`src/rtl/cfg_scanner_if.sv`:
```
// cfg_scanner_if: config RAM read port shared between the scanner and the
// SPI bus FSM.
//   ram_addr  8b   RAM read address (scanner -> RAM)
//   ram_read  1b   RAM read strobe (scanner -> RAM)
//   ram_data  32b  read data, valid one cycle after ram_read (RAM -> scanner)
//   bus_busy  1b   high while the SPI bus FSM owns the RAM port
interface cfg_scanner_if;
  logic [7:0]  ram_addr;
  logic        ram_read;
  logic [31:0] ram_data;
  logic        bus_busy;

  modport master (
    output ram_addr, ram_read,
    input  ram_data, bus_busy
  );

  modport slave (
    input  ram_addr, ram_read,
    output ram_data, bus_busy
  );
endinterface

```
`src/rtl/cfg_scanner.sv`:
```
// cfg_scanner: periodically reads NWORDS consecutive config RAM words from
// BASE into a staging buffer and commits them atomically to the cfg outputs.
//   clk, rst_n  8 MHz clock, asynchronous active-low reset
//   ram         RAM read port (master side)
//   scan_now    one-cycle request to start a scan (honoured only when idle)
//   cfg0..cfg3  committed shadow config words (unused words stay 0)
//   cfg_update  one-cycle pulse after a commit that changed any word
//   scanning    high while a scan is in progress
module cfg_scanner #(
  parameter logic [7:0]  BASE   = 8'h00,
  parameter int unsigned NWORDS = 4,
  parameter int unsigned PERIOD = 8000
) (
  input  logic          clk,
  input  logic          rst_n,
  cfg_scanner_if.master ram,
  input  logic          scan_now,
  output logic [31:0]   cfg0,
  output logic [31:0]   cfg1,
  output logic [31:0]   cfg2,
  output logic [31:0]   cfg3,
  output logic          cfg_update,
  output logic          scanning
);

  localparam int unsigned   CW     = (PERIOD > 1) ? $clog2(PERIOD) : 1;
  localparam logic [CW-1:0] RELOAD = CW'(PERIOD - 1);
  localparam logic [1:0]    LAST   = 2'(NWORDS - 1);

  typedef enum logic [1:0] {IDLE, ISSUE, CAPTURE, COMMIT} state_t;

  state_t        state_q, state_d;
  logic [CW-1:0] cnt_q;
  logic [1:0]    idx_q;
  logic [31:0]   stage_q [4];
  logic [31:0]   cfg_q   [4];
  logic [7:0]    addr_q;
  logic [7:0]    cur_addr;
  logic          issue_go;
  logic          changed;
  logic          update_q;

  // 8-bit add wraps FF -> 00 naturally
  assign cur_addr = BASE + {6'd0, idx_q};
  assign issue_go = (state_q == ISSUE) && !ram.bus_busy;

  // Outside ISSUE the address holds the last one actually read
  assign ram.ram_read = issue_go;
  assign ram.ram_addr = (state_q == ISSUE) ? cur_addr : addr_q;

  assign scanning   = (state_q != IDLE);
  assign cfg_update = update_q;
  assign cfg0       = cfg_q[0];
  assign cfg1       = cfg_q[1];
  assign cfg2       = cfg_q[2];
  assign cfg3       = cfg_q[3];

  always_comb begin
    state_d = state_q;
    case (state_q)
      IDLE:    if (cnt_q == '0 || scan_now) state_d = ISSUE;
      ISSUE:   if (!ram.bus_busy) state_d = CAPTURE;
      CAPTURE: state_d = (idx_q == LAST) ? COMMIT : ISSUE;
      COMMIT:  state_d = IDLE;
      default: state_d = IDLE;
    endcase
  end

  always_comb begin
    changed = 1'b0;
    for (int unsigned i = 0; i < 4; i++) begin
      if (i < NWORDS && stage_q[i[1:0]] != cfg_q[i[1:0]]) changed = 1'b1;
    end
  end

  always_ff @(posedge clk or negedge rst_n) begin
    if (!rst_n) begin
      state_q  <= IDLE;
      cnt_q    <= RELOAD;
      idx_q    <= '0;
      addr_q   <= '0;
      update_q <= 1'b0;
      for (int unsigned i = 0; i < 4; i++) begin
        stage_q[i[1:0]] <= '0;
        cfg_q[i[1:0]]   <= '0;
      end
    end else begin
      state_q  <= state_d;
      update_q <= 1'b0;
      case (state_q)
        IDLE: begin
          if (cnt_q != '0 && !scan_now) cnt_q <= cnt_q - CW'(1);
        end
        ISSUE: begin
          if (issue_go) addr_q <= cur_addr;
        end
        CAPTURE: begin
          // Data is captured even if the bus is now busy: the read already happened
          stage_q[idx_q] <= ram.ram_data;
          if (idx_q != LAST) idx_q <= idx_q + 2'd1;
        end
        COMMIT: begin
          for (int unsigned i = 0; i < 4; i++) begin
            if (i < NWORDS) cfg_q[i[1:0]] <= stage_q[i[1:0]];
          end
          update_q <= changed;
          idx_q    <= '0;
          cnt_q    <= RELOAD;
        end
        default: ;
      endcase
    end
  end

endmodule
```
`src/flat_wrapper.sv`:
```
// flat-port wrapper written by rule: the top's interface ports become plain ports
module cfg_scanner_flat 
#(
  parameter logic [7:0]  BASE   = 8'h00,
  parameter int unsigned NWORDS = 4,
  parameter int unsigned PERIOD = 8000
)
  (clk, rst_n, scan_now, cfg0, cfg1, cfg2, cfg3, cfg_update, scanning, ram_ram_addr, ram_ram_read, ram_ram_data, ram_bus_busy);
  cfg_scanner_if ram_i ();
  input  logic clk;
  input  logic rst_n;
  input  logic scan_now;
  output logic [31:0] cfg0;
  output logic [31:0] cfg1;
  output logic [31:0] cfg2;
  output logic [31:0] cfg3;
  output logic cfg_update;
  output logic scanning;
  output wire logic [$bits(ram_i.ram_addr)-1:0] ram_ram_addr;
  output wire logic [$bits(ram_i.ram_read)-1:0] ram_ram_read;
  input wire logic [$bits(ram_i.ram_data)-1:0] ram_ram_data;
  input wire logic [$bits(ram_i.bus_busy)-1:0] ram_bus_busy;
  assign ram_ram_addr = ram_i.ram_addr;
  assign ram_ram_read = ram_i.ram_read;
  assign ram_i.ram_data = ram_ram_data;
  assign ram_i.bus_busy = ram_bus_busy;
  cfg_scanner #(.BASE(BASE), .NWORDS(NWORDS), .PERIOD(PERIOD)) u_core (.clk(clk), .rst_n(rst_n), .ram(ram_i), .scan_now(scan_now), .cfg0(cfg0), .cfg1(cfg1), .cfg2(cfg2), .cfg3(cfg3), .cfg_update(cfg_update), .scanning(scanning));
endmodule
```
`config.mk`:
```
export PLATFORM = sky130hd
export DESIGN_NAME = cfg_scanner_flat
export DESIGN_NICKNAME = d
export VERILOG_FILES = /design/src/rtl/cfg_scanner_if.sv /design/src/rtl/cfg_scanner.sv /design/src/flat_wrapper.sv
export SDC_FILE = /design/constraint.sdc
export NUM_CORES = 1
export LEC_CHECK = 0
export ABC_AREA = 0
export BUFFER_PORTS_ARGS = -buffer_cell sky130_fd_sc_hd__buf_2
export CAP_MARGIN = 20
export CORE_AREA = 5 5 180 182
export DETAILED_ROUTE_END_ITERATION = 10
export DIE_AREA = 0 0 185 187
export HOLD_SLACK_MARGIN = 0.06
export PLACE_DENSITY_LB_ADDON = 0.1
export SYNTH_ARGS = -nofsm -noshare
export SYNTH_HDL_FRONTEND = slang
export SYNTH_SLANG_ARGS = --single-unit
```
`constraint.sdc`:
```
create_clock -name clk -period 1.68 [get_ports clk]
set_input_delay 0.42 -clock clk [delete_from_list [all_inputs] [get_ports clk]]
set_output_delay 0.42 -clock clk [all_outputs]
set_load 0.01 [all_outputs]
```
Yosys cells after proc, flatten, opt, wreduce, memory -nomap -nowiden. Cells that the tools add are included.

Register bits: 276. Input port bits: 36.

Add/sub/neg operators: 2. $lt $le $gt $ge: 2. Eq/ne operators: 13. Mux-type cells: 17. Bitwise operators: 1. Reductions and logical operators: 16.

Operator list (count): $bwmux 128 (1); $ne 32x32->1 (4); $demux 32 s2 (1); $mux 32 (1); $pmux 13 s2 (1); $logic_not 13->1 (1); $mux 13 (1); $reduce_bool 13->1 (1); $sub 13x1->13 const B (1); $mux 2 (5); $pmux 2 s4 (1); $reduce_and 2->1 (4); $eq 2x2->1 const B (3); $ne 2x1->1 const B (3); $reduce_bool 2->1 (3); $mux 1 (5); $ne 2x2->1 const B (2); $pmux 2 s2 (1); $ge 3x3->1 const B (1); $logic_and 1x1->1 (3); $lt 3x1->1 const B (1); $not 2->3 (1); $add 2x1->2 const B (1); $eq 2x1->1 const B (1); 3 further kinds (4).

Depth between registers and ports, before layout.
Word-level depth: 6. Mapped depth: 7. Gate-level depth less buffers: 7.

Worst setup path after synthesis. OpenSTA, ideal clock, no wires.

Kind: flip-flop to flip-flop. Start: register u_core.cnt_q[0]. End: register u_core.cnt_q[12]. Arrival: 1692 ps. Data required time: 1590 ps. Path slack: -102 ps. Stages on the path, launching flop included: 8. Buffers on the path: 0. Period minus slack after synthesis: 1782 ps. Cell sequence: dfstp_2 inv_1 ha_1 or4b_4 a311oi_4 nand3_1 xor2_1 nand2_1.

Word-level cells in the longest chain between the ends: 4.

Ends and longest elaborated chain: start, declared (line cfg_scanner.sv:33) `logic [CW-1:0] cnt_q;`; start signal, assigned (line cfg_scanner.sv:92) `if (cnt_q != '0 && !scan_now) cnt_q <= cnt_q - CW'(1);`; parallel branches: the longest is 4 deep, another holds $sub 13x1->13.

Several ways; the timed one is not identified. The select of a mux whose other input is x is not followed. A chain may end at the register's enable or synchronous reset.

Final worst setup path.
Start: register u_core.state_q[1]. End: output port ram_ram_addr[1].

Word-level cells in the longest chain between the ends: 2.

Ends and longest elaborated chain: start, declared (line cfg_scanner.sv:32) `state_t state_q, state_d;`; start signal, assigned (line cfg_scanner.sv:88) `state_q <= state_d;`; $eq 2x1->1 (line cfg_scanner.sv:49) `assign ram.ram_addr = (state_q == ISSUE) ? cur_addr : addr_q;`; $mux 2 (line cfg_scanner.sv:49); end, declared (line flat_wrapper.sv:19) `output wire logic [$bits(ram_i.ram_addr)-1:0] ram_ram_addr;`.

No other way between the ends.

==> summary.md <==
| Metric | Value |
|---|---|
| Status | finished, violations left |
| Failing checks | setup timing |
| Die W | 185 um |
| Clk network pwr share | 20.4% |
| CTS HTree Levels | 1 |
| Crit path max fanout | 6 |
| Final Hold Viols | 0 |
| Worst path cell trace | buf_6, nand2b_4, o21ai_1, buf_2 |
| Sequential power share | 37.0% |
| Port Buffers | 168 |
| Setup Crit Path Kind | reg2out |
| Mapped Cells | 1,099 |
| Final antenna diode count | 0 |
| Max-cap violations | 0 |
| Power Density | 2110 mW/mm^2 |
| Worst path required time | 1.26 ns |
| Synth unique cells | 38 |
| Ys async rst share | 100% |
| FF-to-FF path depth | 7 |
| GPL Wtd Cong | 0.792 |
| Layout cells sized above 1 | 39.2% |
| Die area | 0.0346 mm^2 |
| Worst-Skew Late Latency | 0.54 ns |
| Clock Tree Root | clkbuf_16 |
| Main synth FF type | dfrtp_1 |
| CP top delay family | flip-flops |
| GR Util All Layers | 20.8% |
| Startpoint type of the worst setup path | flop |
| GR Overflow Total | 0 |
| Share of the synthesized area in the top cell type | 55.2% |
| Remaining DRCs | 0 |
| Initial drt markers | 560 |
| Global-route wire length before repair | 55.4 mm |
| Ports | 175 |
| Fin util | 53.0% |
| Die height | 187 um |
| Initial core utilization | 39.5% |
| Comb pwr share | 42.6% |
| Vias in the first global route | 9,133 |
| Clock buffer depth | 3 |
| Pre-CTS WS | -0.356 ns |
| TritonCTS clock tree | built |
| Max Slew Vio Count | 0 |
| Most frequent cells after synthesis | 401 x nand2_1, 265 x dfrtp_1, 133 x xor2_1, 130 x mux2_2, 35 x nor4_1 |
| P&R area growth vs syn | 34.2% |
| Mapped Area | 0.0120 mm^2 |
| Vias per std cell | 4.85 |
| Setup slack after layout | -0.261 ns |
| # rows | 64 |
| Top-count cell post-synth | nand2_1 |
| CTS buffer count | 30 |
| Fin nets | 1,468 |
| Synthesized area per cell | 10.9 um^2 |
| Final wirelength | 37.4 mm |
| Largest net degree at the start of global routing | 52 |
| Antenna-violating nets left | 0 |
| Final Cycle Share | 116% |
| Top post-synthesis cells by area | dfrtp_1 55%, nand2_1 13%, mux2_2 12% |
| Internal Power | 21.1 mW |
| Final setup vio count | 14 |
| Ys Warns | 0 |
| Routed vias | 8,952 |
| Sink Count | 276 |
| Post-route clock skew | 0.00802 ns |
| Peak VDD IR | 1.11 mV |
| Register bit count reported by yosys | 276 |
| Crit path depth | 4 |
| F_max | 515 MHz |
| Initial antenna violation count | 0 |
| Crit path DAT | 1.52 ns |
| Slowest CP cell | dfrtp_1 |
| Hold path cells | 2 |
| EDFF count, synth | 0 |
| Unrepaired setup endpoints after global routing | true |
| Clock Pin Slew Worst Setup and Hold Paths | 0.06 ns |
| Total core area | 0.0304 mm^2 |
| Lkg Pwr | 8.15 nW |
| CP Capture Type | output port |
| Sw power | 12.9 mW |
| Minimum clock period | 1.94 ns |
| Drt wl/cell | 20.3 um |
| Worst Path Buf+Inv | 2 |
| Min-delay worst type | in2reg |
| Max incr delay on CP | 0.42 ns |
| Register area share after synthesis | 57.6% |
| Dpl hpwl | 25.5 mm |
| Sw Ratio | 37.9% |
| Area leader, netlist | dfrtp_1 |
| 1st-pass router iterations | 5 |
==> flip-flops by register name (all words and copies together), names as in the netlist <==
name and count:
u_core.idx_q 2, u_core.cfg1 32, u_core.addr_q 2, u_core.cfg3 32, u_core.cfg0 32, u_core.stage_q 128
u_core.cnt_q 13, u_core.state_q 2, u_core.cfg2 32, u_core.cfg_update 1
==> final cells by class <==
cell class                      instances  area [um^2]
Tap cell                              396          495
Inverter                                6         27.5
Sequential cell                       276         6920
Fill cell                            2729        14300
Clock buffer                           43          881
Clock inverter                         11          163
Multi-Input combinational cell        772         5100
Timing Repair Buffer                  340         2540
==> metrics by stage <==
step / hold WS (ns) / instances / instance area [um^2] / setup TNS [ns] / power (mW)
final: 0.110 / 1844 / 16100 / -1.92 / 34.0
after global routing: 0.126 / 1844 / 16100 / -7.09 / 36.1
after CTS: 0.0932 / 1826 / 15700 / -1.78 / 33.7
after floorplan: 0.124 / 1104 / 12000 / -0.177 / 19.0
after global placement: 0.354 / 1763 / 14400 / -1.10 / 26.0
after detailed placement: 0.352 / 1763 / 14400 / -1.31 / 26.2
==> layout by cell type (no fill, tap or decap), drive strengths merged, types with 5 or more instances in the layout <==
cell and n:
nand2 401, conb 6, o21ai 6, inv 6
buf 334, xor2 133, dfrtp 265, dfstp 11
nor4 35, ha 6, mux2 130, clkbuf 48
nand4 8, nor2 9, a21oi 5
==> layer usage <==
layer / routed length [um] / vias up / part of all wire, % / global-route usage (%)
met3: 2390 / 36 / 6.4 / 4.40
met2: 17700 / 217 / 47 / 34.0
met4: 423 / 0 / 1.1 / 2.57
li1: - / 4254 / - / -
met1: 16900 / 4445 / 45 / 29.4
met5: 0 / - / 0 / 0
==> cells by family after synthesis <==
family,share of synthesized area [%]
other,0.0312
adders and majority gates,0.625
DFF,57.6
buffers and inverters,2.16
AOI/OAI and AO/OA,1.23
muxes,12.3
xor gates and xnor gates,9.77
and+or+nand+nor,16.3
==> repair_timing <==
action	CTS	global route
gates cloned	0	7
pin swaps	12	17
setup buffers	8	11
hold endpoints to repair	36	0
hold buffers	1	0
resized for setup	31	43
setup endpoints to repair	18	151
==> final timing paths <==
path	to	from	slack [ns]
min reg2reg	u_core.cfg0[30]$_DFFE_PN0P_	u_core.stage_q[126]$_DFFE_PN0P_	0.50
min in group asynchronous	u_core.stage_q[80]$_DFFE_PN0P_	rst_n	0.38
max	ram_ram_addr[1]	u_core.state_q[1]$_DFFE_PN0P_	-0.26
max reg2reg	u_core.cnt_q[4]$_DFFE_PN1P_	u_core.cnt_q[0]$_DFFE_PN1P_	-0.20
max in group asynchronous	u_core.cnt_q[4]$_DFFE_PN1P_	rst_n	0.63
min	u_core.state_q[1]$_DFFE_PN0P_	ram_bus_busy	0.11
==> power by group through the flow <==
stage / clock network [mW] / logic (mW) / registers [mW]
2_1_floorplan: 0 / 5.97 / 13.0
3_3_place_gp: 0 / 13.5 / 12.5
3_5_place_dp: 0 / 13.6 / 12.6
4_1_cts: 7.09 / 14.1 / 12.6
5_1_grt: 7.34 / 15.8 / 13.0
6_report: 6.93 / 14.5 / 12.6
(Power assumes the default switching activity.)
